[src/rtl/fp_sched_pkg.sv]
// Shared types and defaults for the multiplier scheduler.
// State encoding, tag width and wait-window constants.
package fp_sched_pkg;

  typedef enum logic [1:0] {
    IDLE,
    LOAD,
    WAIT,
    RESP
  } state_t;

  localparam int ID_W        = 3;
  localparam int TIMEOUT_DEF = 40;
  localparam int GUARD_DEF   = 2;

endpackage

[src/rtl/fp_mult_sched_rr_arbiter.sv]
// Combinational round-robin pick.
// Searches upward from last+1 with wrap-around.
module rr_arbiter
  import fp_sched_pkg::*;
#(
  parameter int NREQ = 4
) (
  input  logic [NREQ-1:0] req,
  input  logic [ID_W-1:0] last,
  output logic [NREQ-1:0] gnt,
  output logic [ID_W-1:0] idx,
  output logic            any
);

  localparam int IW = $clog2(NREQ);

  int   j;
  logic found;

  always_comb begin
    gnt   = '0;
    idx   = '0;
    found = 1'b0;
    j     = 0;
    for (int k = 1; k <= NREQ; k++) begin
      j = int'(last) + k;
      if (j >= NREQ) j = j - NREQ;
      if (!found && req[j[IW-1:0]]) begin
        gnt[j[IW-1:0]] = 1'b1;
        idx            = ID_W'(j);
        found          = 1'b1;
      end
    end
  end

  assign any = |req;

endmodule

[src/rtl/fp_mult_sched.sv]
// Shares one iterative multiplier among NREQ requesters.
// Round-robin grant, load pulse, guarded wait, tagged response.
module fp_mult_sched
  import fp_sched_pkg::*;
#(
  parameter int NREQ    = 4,
  parameter int DW      = 32,
  parameter int TIMEOUT = TIMEOUT_DEF,
  parameter int GUARD   = GUARD_DEF
) (
  input  logic             CLK,
  input  logic             RST,
  input  logic [NREQ-1:0]  req_valid,
  input  logic [NREQ*DW-1:0] req_a,
  input  logic [NREQ*DW-1:0] req_b,
  output logic [NREQ-1:0]  req_ready,
  output logic [DW-1:0]    mul_a,
  output logic [DW-1:0]    mul_b,
  output logic             mul_load_n,
  input  logic [DW-1:0]    mul_result,
  input  logic             mul_ovf,
  input  logic             mul_unf,
  input  logic             mul_done,
  output logic             rsp_valid,
  input  logic             rsp_ready,
  output logic [ID_W-1:0]  rsp_id,
  output logic [DW-1:0]    rsp_data,
  output logic             rsp_ovf,
  output logic             rsp_unf,
  output logic             rsp_err,
  output logic             busy
);

  localparam int CW = $clog2(TIMEOUT + 1);

  state_t          state_q, state_d;
  logic [ID_W-1:0] gid_q, gid_d;
  logic [ID_W-1:0] last_q, last_d;
  logic [CW-1:0]   cnt_q, cnt_d;
  logic [DW-1:0]   a_q, a_d, b_q, b_d;
  logic [NREQ-1:0] rdy_q, rdy_d;
  logic            load_n_q, load_n_d;
  logic            rv_q, rv_d;
  logic [DW-1:0]   data_q, data_d;
  logic            ovf_q, ovf_d;
  logic            unf_q, unf_d;
  logic            err_q, err_d;

  logic [NREQ-1:0] gnt;
  logic [ID_W-1:0] gidx;
  logic            any;
  logic [DW-1:0]   a_arr [NREQ];
  logic [DW-1:0]   b_arr [NREQ];
  logic [DW-1:0]   a_sel, b_sel;

  rr_arbiter #(.NREQ(NREQ)) u_arb (
    .req  (req_valid),
    .last (last_q),
    .gnt  (gnt),
    .idx  (gidx),
    .any  (any)
  );

  for (genvar i = 0; i < NREQ; i++) begin : g_unp
    assign a_arr[i] = req_a[i*DW +: DW];
    assign b_arr[i] = req_b[i*DW +: DW];
  end

  always_comb begin
    a_sel = '0;
    b_sel = '0;
    for (int i = 0; i < NREQ; i++) begin
      if (gnt[i]) begin
        a_sel = a_arr[i];
        b_sel = b_arr[i];
      end
    end
  end

  always_comb begin
    state_d  = state_q;
    gid_d    = gid_q;
    last_d   = last_q;
    cnt_d    = cnt_q;
    a_d      = a_q;
    b_d      = b_q;
    rdy_d    = '0;
    load_n_d = 1'b1;
    rv_d     = rv_q;
    data_d   = data_q;
    ovf_d    = ovf_q;
    unf_d    = unf_q;
    err_d    = err_q;
    unique case (state_q)
      IDLE: begin
        if (any) begin
          a_d      = a_sel;
          b_d      = b_sel;
          rdy_d    = gnt;
          gid_d    = gidx;
          load_n_d = 1'b0;
          state_d  = LOAD;
        end
      end
      LOAD: begin
        cnt_d   = '0;
        state_d = WAIT;
      end
      WAIT: begin
        // done wins over a simultaneous timeout
        if (cnt_q >= CW'(GUARD) && mul_done) begin
          data_d  = mul_result;
          ovf_d   = mul_ovf;
          unf_d   = mul_unf;
          err_d   = 1'b0;
          rv_d    = 1'b1;
          state_d = RESP;
        end else if (cnt_q == CW'(TIMEOUT)) begin
          data_d  = '0;
          ovf_d   = 1'b0;
          unf_d   = 1'b0;
          err_d   = 1'b1;
          rv_d    = 1'b1;
          state_d = RESP;
        end else begin
          cnt_d = cnt_q + CW'(1);
        end
      end
      RESP: begin
        if (rsp_ready) begin
          rv_d    = 1'b0;
          last_d  = gid_q;
          state_d = IDLE;
        end
      end
      default: state_d = IDLE;
    endcase
  end

  always_ff @(posedge CLK or negedge RST) begin
    if (!RST) begin
      state_q  <= IDLE;
      gid_q    <= '0;
      last_q   <= ID_W'(NREQ - 1);
      cnt_q    <= '0;
      a_q      <= '0;
      b_q      <= '0;
      rdy_q    <= '0;
      load_n_q <= 1'b1;
      rv_q     <= 1'b0;
      data_q   <= '0;
      ovf_q    <= 1'b0;
      unf_q    <= 1'b0;
      err_q    <= 1'b0;
    end else begin
      state_q  <= state_d;
      gid_q    <= gid_d;
      last_q   <= last_d;
      cnt_q    <= cnt_d;
      a_q      <= a_d;
      b_q      <= b_d;
      rdy_q    <= rdy_d;
      load_n_q <= load_n_d;
      rv_q     <= rv_d;
      data_q   <= data_d;
      ovf_q    <= ovf_d;
      unf_q    <= unf_d;
      err_q    <= err_d;
    end
  end

  assign req_ready  = rdy_q;
  assign mul_a      = a_q;
  assign mul_b      = b_q;
  assign mul_load_n = load_n_q;
  assign rsp_valid  = rv_q;
  assign rsp_id     = gid_q;
  assign rsp_data   = data_q;
  assign rsp_ovf    = ovf_q;
  assign rsp_unf    = unf_q;
  assign rsp_err    = err_q;
  assign busy       = (state_q != IDLE);

endmodule
[config.mk]
export PLATFORM = sky130hd
export DESIGN_NAME = fp_mult_sched
export DESIGN_NICKNAME = d
export VERILOG_FILES = /design/src/rtl/fp_sched_pkg.sv /design/src/rtl/fp_mult_sched_rr_arbiter.sv /design/src/rtl/fp_mult_sched.sv
export SDC_FILE = /design/constraint.sdc
export NUM_CORES = 1
export LEC_CHECK = 0
export CAP_MARGIN = 0
export CORE_AREA = 5 5 156 158
export CTS_BUF_LIST = sky130_fd_sc_hd__clkbuf_8
export DETAILED_ROUTE_END_ITERATION = 7
export DIE_AREA = 0 0 161 163
export PLACE_DENSITY = 0.7
export SYNTH_ARGS = -nofsm -noshare
export SYNTH_HDL_FRONTEND = slang
export SYNTH_SLANG_ARGS = --single-unit
[constraint.sdc]
create_clock -name CLK -period 6.3 [get_ports CLK]
set_clock_uncertainty 0.1 [all_clocks]
set_input_delay 0.63 -clock CLK [delete_from_list [all_inputs] [get_ports CLK]]
set_output_delay 0.63 -clock CLK [all_outputs]
set_load 0.02 [all_outputs]
# == After elaboration in Yosys (flattened, before gate mapping) ==
# Cells that the tools add are included.
# classes
n_lt_le_gt_ge,13
shift,0
mul,0
add_sub_neg,9
reduce_logical,23
n_eq_ne,9
bitwise,3
div_mod_pow,0
mux,61
# op_table
op,n
2-to-1 mux 32 bit,10
2-to-1 mux 3 bit,8
2-to-1 mux 4 bit,6
2-to-1 mux 1 bit,20
greater-or-equal comparator 4 x 3 -> 1 bit (second input constant),4
less-than comparator 2 x 3 -> 1 bit (second input constant),4
2-to-1 mux 6 bit,2
bitwise OR 4 bit,3
case mux 6 bit (2 select lines),1
subtractor 3 bit (second input constant),4
AND reduction 3 bit,3
adder 3 x 2 -> 4 bit (second input constant),2
binary-select mux 1 bit (select 2 bit),4
demux 1 bit (select 2 bit),4
greater-or-equal comparator 2 x 1 -> 1 bit (second input constant),4
logical AND 1 bit,8
2-to-1 mux 2 bit,4
inequality test 2 bit (second input constant),4
case mux 2 bit (4 select lines),1
nonzero test 2 bit,4
adder 6 x 1 -> 6 bit (second input constant),1
== test 6 bit (second input constant),1
greater-or-equal comparator 6 x 2 -> 1 bit (second input constant),1
AND reduction 2 bit,3
other kinds (9),12
# totals
output_inout_bits,109
ram_bits,0
mem_count,0
wordCells,131
reg_bits,119
latch_bits,0
inputBits,298
mem_bits_ro,0

# == Depth between registers and ports, before layout ==
# Gate-level depths: netlist (run 1).
# depth
word_depth,19
depth_mapped,12
ltp_nobuf,8

# == Modules after synthesis ==
# A second synthesis (run 1) with hierarchy kept.
# unflattened
hier_cells,759
area_unflattened_um2,6955.4
# by_module_without_submodules
module,n_inst,cells_per_inst,area_each_um2,seq_area_each_um2
fp_mult_sched,1,679,6376.1,2981.6
rr_arbiter,1,80,579.3,0.0

# == Worst setup path after synthesis (run 1) ==
# No wires, ideal clock.
# synth_timing
kind,flip-flop to flip-flop
startpoint,register last_q[0]
endpoint,"register a_q[0], in the netlist mul_a[0]"
t_required_ns,6.072
t_arrival_ns,3.130
stages_incl_launch_ff,12
path_slack_ns,2.942
setup_time_ns,0.128
period_less_slack_ns,3.358
n_path_buf,4
path_cell_list,dfstp_2 -> buf_6 -> buf_2 -> inv_1 -> ha_1 -> mux4_2 -> mux2_4 -> or3_1 -> buf_6 -> buf_6 -> a221oi_2 -> o22ai_1
# synth_between
elab_chain_cells,19
elab_cells_between_ends,64
classes_between,add/sub (8); order compare (12); mux (31); bitwise (3); reduce/logical (10)
# synth_lines
element,line_no,text
start: declaration,fp_mult_sched.sv:38,"logic [ID_W-1:0] last_q, last_d;"
start signal: assignment,fp_mult_sched.sv:144,last_q <= ID_W'(NREQ - 1);
start signal: assignment,fp_mult_sched.sv:158,last_q <= last_d;
branches (longest 14 deep; another with adder 3 x 1 -> 4 bit),n/a,
2-to-1 mux 4 bit (*),fp_mult_sched_rr_arbiter.sv:28,if (!found && req[j[IW-1:0]]) begin
2-to-1 mux 32 bit (3 in series),fp_mult_sched.sv:73,if (gnt[i]) begin
2-to-1 mux 32 bit (*),fp_mult_sched.sv:73,
end signal: assignment,fp_mult_sched.sv:146,a_q <= '0;
end signal: assignment,fp_mult_sched.sv:160,a_q <= a_d;
end: declaration,fp_mult_sched.sv:40,"logic [DW-1:0] a_q, a_d, b_q, b_d;"
# Mark *: on every way between the ends. The select of a mux whose other input is x is not followed.
# A chain may end at the register's enable or synchronous reset.

# == Worst setup path after layout (run 1) ==
# Ends and elaborated chain as after synthesis.

==> flow_metrics.py, run 1 <==
metrics = {
    "clock_network": {
        "root_buffer": "clkbuf_8",
        "clock_latency_ns": 0.45,
        "tritoncts": "yes",
        "cts_num_sinks": 119,
        "clk_pin_slew_ns": 0.08,
        "cts_setup_buffers": 0,
        "cts_resized": 0,
        "cts_hold_buf": 0,
        "cts_max_level": 4,
        "clockBufferDepth": 2,
        "cts_buffers": 17,
    },
    "timing": {
        "hold_viol": 0,
        "setup_viol": 0,
        "relSlewSlack_pct": 22.0,
        "tns_ns": 0,
        "fmax_mhz": 244,
        "finalCritPeriodShare_pct": 65.1,
        "rsz0062_at_grt": "no",
        "tightest_slew_ns": 1.17,
        "holdWs_ns": 0.147,
        "report.final.slew_viol_count": 0,
        "min_period_ns": 4.10,
        "worst_slack_ns": 2.20,
    },
    "setup_path": {
        "path_cells": "inv_1 > ha_1 > mux4_2 > mux2_4 > or3_4 > buf_4 > a221oi_2 > o22ai_1",
        "required_ns": 6.51,
        "crit_slowest_cell": "dfstp_2",
        "max_stage_delay_ns": 0.86,
        "path_class": "reg -> reg",
        "crit_buf_inv": 2,
        "crit_family": "flip-flops",
        "critical_path.startpoint_type": "flip-flop",
        "setup.worst_path.end_class": "flip-flop",
        "arrival_ns": 4.31,
        "worst-path-max-fanout": 60,
    },
    "power_and_ir_drop": {
        "power.total_mw": 7.09,
        "powerDensity_mw_per_mm2": 576,
        "cellLeakagePower_nw": 4.58,
        "ir_worst_vdd_uv": 382,
    },
    "floorplanning": {
        "die_h_um": 163,
        "die_w_um": 161,
        "fp-row-count": 56,
        "dieArea_mm2": 0.0262,
        "io-pin-count": 407,
        "initial_core_util_pct": 33.6,
        "core_area_mm2": 0.0230,
    },
    "yosys": {
        "avgSynthCellArea_um2": 9.68,
        "postSynth.asyncResetShare_pct": 100,
        "synth_area_leaders": "dfrtp_1, a221oi_2, nor4b_1",
        "synth_ff_type": "dfrtp_1",
        "seq_area_frac_synth_pct": 38.6,
        "ys_types": 53,
        "synth_commonest_cells": "dfrtp_1, nor2_1, a21oi_1, o22ai_1",
        "synth.most_common_cell": "dfrtp_1",
        "postSynthCellCount": 797,
        "synth_edf_count": 0,
        "yosys_warnings": 0,
        "synth_area_mm2": 0.00772,
        "synth.top_cell.area_share_pct": 37.6,
        "syn-num-nets": 1110,
        "synth_seq_cells": 119,
        "synth_top_area_cell": "dfrtp_1",
    },
    "layout": {
        "fill_cells": 2086,
        "area_growth_pct": 59.5,
        "layout.nets": 1451,
        "drive_gt1_share_pct": 10.3,
        "design_area_mm2": 0.0123,
    },
    "job": {
        "cap_viol_max_count": 0,
    },
    "outcome": {
        "status": "completed",
    },
    "detailed_routing": {
        "wl_um": 34800,
        "via_count": 8580,
        "ant_nets": 0,
        "drtIter0Drc": 742,
        "vias_per_cell": 5.94,
        "drc": 0,
        "wl_per_cell_um": 24.1,
        "first_pass_iters": 5,
    },
    "grt": {
        "grt.overflow.total": 0,
        "grt_max_degree": 68,
        "grtUsageTotal_pct": 25.3,
        "grt_pass1_wl_um": 51900,
        "grt_pass1_vias": 8769,
        "grt_antenna_before_repair": 3,
    },
    "placement": {
        "place_area_mm2": 0.0119,
        "pre_cts_ws_ns": 1.98,
        "portBuffers": 406,
        "globalplace.congestion": 0.889,
        "hpwl_um": 23600,
    },
    "worst_hold_path": {
        "hp-class": "in -> async",
    },
}
[cells in the final DEF (no fill, tap or decap), types with 16 or more instances in the layout]
master and n:
clkdlybuf4s50_1 405, dfrtp_1 116, nor2_1 72, a21oi_1 71, o22ai_1 68, o211ai_1 65
nor4b_1 64, a221oi_2 49, a22o_1 34, nand2_1 21, clkbuf_8 18, a221oi_1 16
buf_4 16
[sequential cells by signal (all words and copies together) (netlist names)]
register,flops
cnt_q,6
last_q,3
mul_a,32
mul_b,32
mul_load_n,1
req_ready,4
rsp_data,32
rsp_err,1
rsp_id,3
rsp_ovf,1
rsp_unf,1
rsp_valid,1
state_q,2
[metrics by stage]
stage	std cells	util [%]
2_1_floorplan	797	-
3_3_place_gp	1409	51.6
3_5_place_dp	1409	51.6
4_1_cts	1441	53.5
5_1_grt	1444	53.6
6_report	1444	53.6
[per-layer routing]
layer	GRT usage (%)	wire length, um	up-vias
met3	8.55	3670	60
met1	30.6	13500	4209
met2	41.9	16600	479
met4	9.34	953	0
li1	-	-	3832
met5	0	0	-
[cells by family after synthesis]
logic type                 share of synthesized area, %
muxes                                              2.29
xor gates and xnor gates                          0.227
AOI/OAI and AO/OA                                  34.4
buffers and inverters                              6.76
adders and majority gates                          2.43
and+or+nand+nor                                    15.2
DFF                                                38.6
[worst paths after layout]
path / to / depth (start not counted) / slack (ns) / startpoint
worst max-delay path: mul_a[0] / 8 / 2.20 / last_q[0]
worst min-delay path: mul_a[26] / 1 / 0.15 / RST
worst max register to register: mul_a[0] / 8 / 2.20 / last_q[0]
worst min register to register: rsp_data[29] / 1 / 0.41 / rsp_data[29]
max in group asynchronous: rsp_data[8] / 2 / 4.55 / RST
min in group CLK: rsp_data[29] / 1 / 0.41 / rsp_data[29]
[layout make-up]
cell class / count / area [um2] / area share, %
tap: 290 / 363 / 2.95
sequential: 119 / 2980 / 24.2
clock buffer: 18 / 248 / 2.01
multi-input combinational: 564 / 4280 / 34.8
timing repair buffer: 421 / 4170 / 33.9
inverter: 15 / 56.3 / 0.457
clock inverter: 14 / 198 / 1.61
antenna: 3 / 7.51 / 0.0610
[power by group]
group          switching, mW  total, mW  internal, mW
Sequential             0.266       1.43          1.16
Combinational           2.87       4.86          1.99
Clock                  0.358      0.803         0.445
Total                   3.49       7.09          3.60
[worst reg2reg max path, delay by kind of cell (launching register included)]
kind                       cells  cell delay [ns]
muxes                          2             0.74
adders and majority gates      1             0.48
buffers and inverters          2             0.65
DFF                            1             0.86
and+or+nand+nor                1             0.74
AOI/OAI and AO/OA              2             0.39
No activity file was read; power rests on OpenSTA's default activity.
==> inputs of run 2 (changes only) <==
==> constraint.sdc (replaced) <==
create_clock -name CLK -period 4 [get_ports CLK]
set_clock_uncertainty 0.1 [all_clocks]
set_input_delay 0.4 -clock CLK [delete_from_list [all_inputs] [get_ports CLK]]
set_output_delay 0.4 -clock CLK [all_outputs]
set_load 0.02 [all_outputs]
==> run 2 against run 1 <==
Effect of this change: sequential cell count unchanged; cell count up 0.76%; first-iteration DRC count down 0.81%; total power up 58%; sequential share of layout area down 0.28 points; clock power up 46%; fmax up 16%; via count down 1.6%; critical endpoint is now mul_a[13]; count of clock-buffer cells in the layout down 1; core utilization up 0.64 points.
==> flow_metrics.py, run 2 (synthesis results as in run 1) <==
metrics = {
    "outcome": {
        "status": "completed",
    },
    "clock_network": {
        "clk_pin_slew_ns": 0.09,
        "clockBufferDepth": 2,
        "cts_num_sinks": 119,
        "clock_latency_ns": 0.44,
        "tritoncts": "yes",
        "cts_buffers": 17,
        "cts_max_level": 4,
        "root_buffer": "clkbuf_8",
        "cts_resized": 0,
    },
    "timing": {
        "setup_viol": 0,
        "tightest_slew_ns": 1.14,
        "report.final.slew_viol_count": 0,
        "finalCritPeriodShare_pct": 88.7,
        "fmax_mhz": 282,
        "rsz0062_at_grt": "no",
        "holdWs_ns": 0.408,
        "hold_viol": 0,
        "worst_slack_ns": 0.453,
        "min_period_ns": 3.55,
        "tns_ns": 0,
        "relSlewSlack_pct": 24.0,
    },
    "floorplanning": {
        "die_h_um": 163,
        "fp-row-count": 56,
        "dieArea_mm2": 0.0262,
        "io-pin-count": 407,
        "initial_core_util_pct": 33.6,
        "core_area_mm2": 0.0230,
        "die_w_um": 161,
    },
    "placement": {
        "globalplace.congestion": 0.897,
        "hpwl_um": 24000,
        "place_area_mm2": 0.0120,
        "portBuffers": 406,
        "dp.cells": 1420,
        "pre_cts_ws_ns": 0.373,
    },
    "setup_path": {
        "arrival_ns": 3.81,
        "setup.worst_path.end_class": "flip-flop",
        "reg2reg_depth": 8,
        "r2r_slack_ns": 0.45,
        "rr_startpoint": "last_q[1]",
        "required_ns": 4.26,
        "critical_path.startpoint_type": "flip-flop",
        "worst_r2r_endpoint": "mul_a[13]",
        "cp-startpoint": "last_q[1]",
        "worst-path-max-fanout": 38,
        "path_class": "reg -> reg",
    },
    "layout": {
        "drive_gt1_share_pct": 11.0,
        "final_cell_mix": "clkdlybuf4s50_1, dfrtp_1, nor2_1",
        "final_util_pct": 54.2,
        "multi_input_area_mm2": 0.00428,
        "regArea_mm2": 0.00298,
        "layout_commonest_cell": "clkdlybuf4s50_1",
        "fin_cells": 1455,
        "fill_cells": 2035,
        "area_growth_pct": 61.4,
        "layout.nets": 1463,
        "design_area_mm2": 0.0125,
    },
    "grt": {
        "grt_pass1_vias": 8672,
        "grt_pass1_wl_um": 51500,
        "grt_max_degree": 74,
        "grtUsageTotal_pct": 24.9,
        "grt_antenna_before_repair": 3,
        "grt.overflow.total": 0,
    },
    "worst_hold_path": {
        "hold_depth": 1,
        "holdPathEnd": "rsp_unf",
        "hp-class": "reg -> reg",
        "holdCritStartpoint": "rsp_unf",
    },
    "detailed_routing": {
        "vias_per_cell": 5.80,
        "drc": 0,
        "first_pass_iters": 8,
        "drtIter0Drc": 736,
        "ant_nets": 0,
        "wl_um": 34300,
        "wl_per_cell_um": 23.6,
        "via_count": 8440,
    },
    "power_and_ir_drop": {
        "power.total_mw": 11.2,
        "ir_worst_vdd_uv": 476,
        "powerDensity_mw_per_mm2": 902,
        "cellLeakagePower_nw": 4.66,
    },
    "job": {
        "cap_viol_max_count": 0,
    },
}
==> run 2: final cells by class <==
| cell class | instances | share of cell area [%] |
|---|---|---|
| repair buffers | 433 | 35.1 |
| multi-input cells | 564 | 34.4 |
| flip-flops and latches | 119 | 23.9 |
| well taps | 290 | 2.91 |
| clock buffers | 17 | 1.88 |
| clock inverters | 15 | 1.35 |
| inverters | 15 | 0.452 |
| diodes | 2 | 0.0402 |
==> run 2: critical path, cell delays in order (launching register included) <==
cell	delay [ns]
dfstp_2	0.66
inv_1	0.18
ha_1	0.45
mux4_2	0.42
o21ai_0	0.46
a211o_4	0.57
buf_4	0.33
a221oi_2	0.05
o22ai_1	0.19
==> run 2: worst max-delay path by stage <==
| stage | depth (start not counted) | slack [ns] | to |
|---|---|---|---|
| floorplan | 11 | 0.64 | mul_a[0] |
| global placement | 8 | 0.42 | mul_a[13] |
| detailed placement | 8 | 0.37 | mul_a[7] |
| CTS | 8 | 0.45 | mul_a[13] |
| global route | 8 | 0.25 | mul_a[14] |
| finish | 8 | 0.45 | mul_a[13] |
==> run 2: metal layers <==
layer | global-route usage, % | wire length, um | vias up
met5 | 0 | 13 | -
met2 | 40.9 | 16300 | 451
met3 | 9.87 | 3750 | 51
li1 | - | - | 3852
met1 | 30.3 | 13400 | 4084
met4 | 7.72 | 889 | 2
==> run 2: what timing repair did <==
item	in CTS	in global routing
hold endpoints to repair	51	0
setup buffers	0	0
hold buffers	1	0
==> run 2: report_power, final <==
group / switching (mW) / total, mW / internal (mW)
registers: 0.371 / 2.20 / 1.83
logic: 4.55 / 7.86 / 3.31
clock network: 0.602 / 1.17 / 0.569
